==> src/rtl/fetch_unit.sv <==
// fetch_unit: instruction fetch with a two-entry queue toward decode.
//   Parameters : RESET_PC (first PC after reset), DEPTH (queue entries, only 2 supported)
//   clk, rst                          : clock, synchronous active-high reset
//   pc_addr                           : fetch address to instruction memory (= pc_q)
//   imem_instr, imem_exc_*            : combinational memory reply and access-fault tag
//   redirect_en, redirect_pc          : flush the queue and restart fetch at redirect_pc
//   id_valid, id_ready                : head handshake toward decode
//   id_instr, id_pc, id_exc_*         : head entry (NOP and zeros when the queue is empty)
//   Macro FETCH_MISALIGN_CHECK_EN     : tag fetches from pc_q[1:0]!=0 as misaligned (code 0)
module fetch_unit #(
    parameter logic [63:0] RESET_PC = 64'h0,
    parameter int          DEPTH    = 2
) (
    input  logic        clk,
    input  logic        rst,
    output logic [63:0] pc_addr,
    input  logic [31:0] imem_instr,
    input  logic        imem_exc_en,
    input  logic [3:0]  imem_exc_code,
    input  logic [63:0] imem_exc_val,
    input  logic        redirect_en,
    input  logic [63:0] redirect_pc,
    output logic        id_valid,
    input  logic        id_ready,
    output logic [31:0] id_instr,
    output logic [63:0] id_pc,
    output logic        id_exc_en,
    output logic [3:0]  id_exc_code,
    output logic [63:0] id_exc_val
);
    localparam logic [31:0] NOP  = 32'h0000_0013;
    localparam logic [1:0]  FULL = 2'(DEPTH);

    typedef enum logic {RUN, HOLD} state_t;

    typedef struct packed {
        logic [31:0] instr;
        logic [63:0] pc;
        logic        exc_en;
        logic [3:0]  exc_code;
        logic [63:0] exc_val;
    } entry_t;

    localparam entry_t EMPTY = {NOP, 64'd0, 1'b0, 4'd0, 64'd0};

    state_t      state_q, state_d;
    logic [63:0] pc_q, pc_d;
    logic [1:0]  count_q, count_d, kept;
    entry_t      head_q, head_d, tail_q, tail_d, new_e, head;
    logic        pop, push;

    always_ff @(posedge clk) begin
        state_q <= rst ? RUN : state_d;
    end

    always_comb begin
        state_d = redirect_en ? RUN : (push && new_e.exc_en) ? HOLD : state_q;
    end

    always_comb begin
        pop  = (count_q != 2'd0) && id_ready;
        push = (state_q == RUN) && !redirect_en && (count_q != FULL || pop);
    end

    // A faulting fetch carries a NOP so decode never sees the bogus word.
    always_comb begin
        new_e = imem_exc_en ? {NOP, pc_q, 1'b1, imem_exc_code, imem_exc_val}
                            : {imem_instr, pc_q, 1'b0, 4'd0, 64'd0};
`ifdef FETCH_MISALIGN_CHECK_EN
        if (pc_q[1:0] != 2'b00) new_e = {NOP, pc_q, 1'b1, 4'd0, pc_q};
`endif
    end

    // Head/tail shift queue: a pop moves the tail into the head, then a push
    // lands in the first slot left free.
    always_comb begin
        kept    = count_q - {1'b0, pop};
        head_d  = pop ? tail_q : head_q;
        tail_d  = tail_q;
        if (push && kept == 2'd0) head_d = new_e;
        if (push && kept != 2'd0) tail_d = new_e;
        count_d = redirect_en ? 2'd0 : kept + {1'b0, push};
        pc_d    = redirect_en ? redirect_pc : push ? pc_q + 64'd4 : pc_q;
    end

    always_ff @(posedge clk) begin
        if (rst) begin
            pc_q    <= RESET_PC;
            count_q <= 2'd0;
            head_q  <= EMPTY;
            tail_q  <= EMPTY;
        end else begin
            pc_q    <= pc_d;
            count_q <= count_d;
            head_q  <= head_d;
            tail_q  <= tail_d;
        end
    end

    assign pc_addr     = pc_q;
    assign id_valid    = count_q != 2'd0;
    assign head        = id_valid ? head_q : EMPTY;
    assign id_instr    = head.instr;
    assign id_pc       = head.pc;
    assign id_exc_en   = head.exc_en;
    assign id_exc_code = head.exc_code;
    assign id_exc_val  = head.exc_val;
endmodule

==> config.mk <==
export PLATFORM = sky130hd
export DESIGN_NAME = fetch_unit
export DESIGN_NICKNAME = d
export VERILOG_FILES = /design/src/rtl/fetch_unit.sv
export SDC_FILE = /design/constraint.sdc
export NUM_CORES = 1
export LEC_CHECK = 0
export BUFFER_PORTS_ARGS = -buffer_cell sky130_fd_sc_hd__buf_2
export CAP_MARGIN = 20
export CORE_ASPECT_RATIO = 1.5
export CORE_MARGIN = 2
export CORE_UTILIZATION = 45
export DETAILED_ROUTE_END_ITERATION = 8
export PLACE_DENSITY = 0.8
export SKIP_CTS_REPAIR_TIMING = 1
export SYNTH_ARGS = -nofsm -noshare
export SYNTH_HDL_FRONTEND = slang
export SYNTH_SLANG_ARGS = --single-unit
==> constraint.sdc <==
create_clock -name clk -period 7.3 [get_ports clk]
set_input_delay 1.825 -clock clk [delete_from_list [all_inputs] [get_ports clk]]
set_output_delay 1.825 -clock clk [all_outputs]
set_load 0.02 [all_outputs]
## Yosys cells after proc, flatten, opt, wreduce, memory -nomap -nowiden

Index checks and enable logic that the tools add are counted.

- Add/subtract/negate cells: 3
- Eq/ne operators: 1
- Multiplexer cells: 6
- Bitwise operators: 1
- Reductions and logical operators: 14

Operator list:

| kind | count |
|---|---|
| 165-bit two-way mux | 4 |
| 64-bit two-way mux | 2 |
| 64-bit by 3-bit adder with 64-bit output, second input constant | 1 |
| 2-bit nonzero test | 4 |
| 1-bit logical AND | 6 |
| 2-bit by 1-bit adder with 2-bit output | 1 |
| 2-bit logical NOT | 1 |
| 2-bit inequality test, second input constant | 1 |
| 2-bit OR reduction | 1 |
| 2-bit by 1-bit subtractor with 2-bit output | 1 |
| 1-bit logical NOT | 1 |
| 1-bit logical OR | 1 |
| 1-bit NOT | 1 |

- Flip-flop bits (word level): 397
- Input port bits: 169
- Output and inout bits: 230
- Word-level logic and storage cells: 38

## Longest topological paths before layout

- Depth after elaboration: 6
- Gate-level depth with buffers: 13
- Depth with buffers taken out: 9

## Least setup slack after synthesis

OpenSTA, ideal clock, no wires.

- Path type: input to register
- From: input port id_ready
- To: register tail_q[113] in the netlist's numbering
- Library setup time: 0.070 ns
- Data arrival time: 3.567 ns
- Data required time: 7.230 ns
- Setup slack: 3.663 ns
- Cell stages on the path: 11
- Path buffers: 3
- Path through: nand2_1 inv_1 clkbuf_1 ha_1 xnor2_1 nand2_1 nand2_1 clkbuf_1 buf_1 nand2_1 a21oi_1

- Cells in the longest elaborated chain, start to end: 4
- Elaborated cells between the ends (all ways): 6
- Those cells by class: add/sub (1); reduce/logical (5)

Ends and longest elaborated chain:

| what | RTL line | text |
|---|---|---|
| start, declared | 24 | `input logic id_ready,` |
| 1-bit logical AND * | 61 | `pop = (count_q != 2'd0) && id_ready;` |
| 2-bit by 1-bit subtractor with 2-bit output or 1-bit logical OR (tied branches) | 77, 62 |  |
| 2-bit nonzero test or 1-bit logical AND (tied branches) | 81, 62 |  |
| 1-bit logical AND * | 81 | `if (push && kept != 2'd0) tail_d = new_e;` |
| end signal, assigned | 96 | `tail_q <= tail_d;` |
| end, declared | 49 | `entry_t head_q, head_d, tail_q, tail_d, new_e, head;` |

Every way passes the cells marked *; elsewhere a longest branch is shown, timed or not.
A chain may end at the register's enable or synchronous reset.

## Final worst setup path

- From: input port id_ready
- To: register tail_q[12] in the netlist's numbering

Same word-level chain as after synthesis.

==> flow_summary.toml <==
[yosys]
synth.area.top_cells = "dfxtp_1 43%, nand2_1 13%, a311oi_1 8.2%, a21oi_1 6.3%, and2_1 5.8%"
netlist_area_um2 = 18600
synth.avg_cell_area_um2 = 7.65
async_reset_ff_share_pct = 0
yosys_warnings = 0
yosysTopAreaCell = "dfxtp_1"
ys_seq_area_share_pct = 42.8
syn_inst = 2425
synth_edf_count = 0
synth.distinct_cells = 54
ys_ff_latch = 397
synth_nets = 2597
netlist.area_leader.share_pct = 42.8
ys.flop_type = "dfxtp_1"

[setup_path]
path_buf_inv = 3
worstPathCellList = "buf_2 > nand2_4 > inv_6 > ha_1 > xnor2_1 > nand2_1 > nand2_4 > buf_12 > nand2_1 > a21oi_1"
endpoint_kind = "flip-flop"
critPathKind = "in -> reg"
critPathMaxFanout = 92
start_kind = "input pin"
r2r_setup_slack_ns = 2.31
max_stage_delay_ns = 0.66
required_ns = 7.74
crit_family = "simple AND/OR/NAND/NOR gates"
slowest_stage = "nand2_4"
cp.arrival_ns = 5.51

[power]
leakage_uw = 0.00837
power_density_nw_per_um2 = 257
peakVddDrop_mv = 0.195

[detailed_routing]
drt_wl_total_um = 58700
drc = 0
drt_iter0_drc = 1726
viasPerCell = 5.88
vias = 18400
avgRoutedWirePerCell_um = 18.7
drtPass1Iterations = 7
ant_nets = 0

[global_routing]
grt_max_degree = 203
grt_pass1_vias = 17500
busiest_layer = "met2"
grtUsageMet1_pct = 29.9
gr-usage-met2_pct = 44.9
gr-usage-met3_pct = 5.51
grt_pass1_wl_um = 90800
grt_overflow = 0
antenna_found_initial = 2
grtUsageTotal_pct = 26.0

[floorplanning]
core_um2 = 40900
rows = 91
start_util_pct = 45.4
die_h_um = 253
dieArea_um2 = 42900
boundaryPins = 399
die_w_um = 170

[timing]
hold_viol_final = 0
finalSetupViolations = 0
tns_ns = 0
rsz0062_at_grt = "false"
tightest_slew_ns = 1.17
max_freq_mhz = 197
finalCriticalPeriod_ns = 5.07
slew_viol_final = 0
slew-limit-headroom_pct = 21.2
fin_crit_sh_pct = 69.5
fin_ws_ns = 2.23
clock_skew_ns = 0.0177

[finish]
nFillCells = 3747
post_route_cells_drive_above_1_share_pct = 18.6
fin_area_um2 = 21400
fin_nets = 2770
syn_to_final_growth_pct = 15.2

[placed_design]
port_buffers = 398
gp_congestion = 0.862
dpl_cell_area_um2 = 20100
dp_hpwl_um = 37500
pre_cts_ws_ns = 1.83

[clock_network]
cts.htree.levels = 2
root_buffer = "clkbuf_16"
cts_buffer_depth = 3
clock_latency_ns = 0.53
cts_made_buffers = 39
path_clk_slew_ns = 0.06
clock_sinks = 397
cts_tree = "yes"

[flow_run]
max_cap_violations = 0

[status]
status = "finished clean"

[worst_hold_path]
hold_path_class = "reg -> reg"
stage by stage:
| step | util [%] | std cells | power (uW) | hold slack (ns) |
|---|---|---|---|---|
| floorplan | - | 2425 | 3150 | 0.437 |
| global placement | 49.1 | 3067 | 3400 | 0.441 |
| detailed placement | 49.1 | 3068 | 3430 | 0.447 |
| CTS | 52.3 | 3135 | 5510 | 0.455 |
| global route | 52.3 | 3136 | 5700 | 0.470 |
| finish | 52.3 | 3137 | 5490 | 0.455 |
state kept, by name (all words and copies together), names as in the netlist:
name and flops:
count_q 2, head_q 165, pc_addr 64, state_q 1
tail_q 165
final cells by class:
class	count	area, um^2	area share, %
Clock buffer	57	1150	5.36
Antenna cell	2	5.00	0.0234
Clock inverter	10	156	0.732
Tap cell	511	639	2.99
Timing Repair Buffer	414	2160	10.1
Inverter	12	50.0	0.234
Sequential cell	397	7950	37.2
Multi-Input combinational cell	1734	9270	43.4
cell usage after synthesis, types with 4 or more instances:
library cell and n:
nand2_1 628, dfxtp_1 397, a21oi_1 235, clkbuf_1 189
a311oi_1 174, and2_1 171, nor2_1 153, nand3_1 102
buf_4 66, nor2b_1 32, nand4_1 28, a211oi_1 27
xor2_1 26, nor3_1 20, buf_2 19, o21ai_0 15
and3_1 14, inv_1 11, or3_1 9, and4_1 8
o211ai_1 8, or4_1 8, nand2b_1 7, o2111a_1 7
o31ai_1 7, buf_1 6, xnor2_1 6, a311o_1 5
a31oi_1 4, nor4_1 4
layout by cell type (no fill, tap or decap), types with 32 or more instances in the layout:
| master | n |
|---|---|
| nand3_1 | 101 |
| and2_1 | 170 |
| nor2b_1 | 32 |
| a21oi_1 | 235 |
| nand2_1 | 626 |
| nor2_1 | 153 |
| clkbuf_16 | 41 |
| buf_2 | 396 |
| dfxtp_1 | 397 |
| a311oi_1 | 174 |
path summary, 6_finish.rpt:
kind / start / end / cells after the start
worst min register to register: tail_q[150]$_SDFFE_PP0P_ / tail_q[150]$_SDFFE_PP0P_ / 2
worst min-delay path: tail_q[150]$_SDFFE_PP0P_ / tail_q[150]$_SDFFE_PP0P_ / 2
worst max-delay path: id_ready / tail_q[12]$_SDFFE_PP0P_ / 10
worst max register to register: count_q[0]$_SDFF_PP0_ / tail_q[12]$_SDFFE_PP0P_ / 10
cells by family after synthesis:
logic type / Yosys count / share of synthesized area, %
mux: 3 / 0.162
compound gates: 495 / 18.1
xor+xnor: 32 / 1.51
fa+ha+maj: 3 / 0.202
buf+inv: 294 / 7.42
simple gates: 1201 / 29.8
flops: 397 / 42.8
per-layer routing:
| layer | up-vias | part of all wire, % |
|---|---|---|
| met5 | - | 0 |
| met4 | 0 | 5.3 |
| met3 | 181 | 7.5 |
| met2 | 861 | 49 |
| met1 | 8789 | 38 |
| li1 | 8608 | - |
power by group:
group	switching, uW	leakage [uW]	internal [uW]
logic	614	0.00448	289
clock network	855	0.000642	1230
registers	144	0.00325	2360
total	1610	0.00837	3880
worst reg2reg max path, delay by kind of cell (launching register included):
kind / cells / cell delay, ns
adder cells (fa/ha/maj): 1 / 0.37
AO/OA/AOI/OAI: 1 / 0.16
buffers and inverters: 2 / 1.28
flip-flops: 1 / 0.46
AND/OR/NAND/NOR: 5 / 2.39
XOR/XNOR: 1 / 0.24
Power figures use the tool's default switching activity.
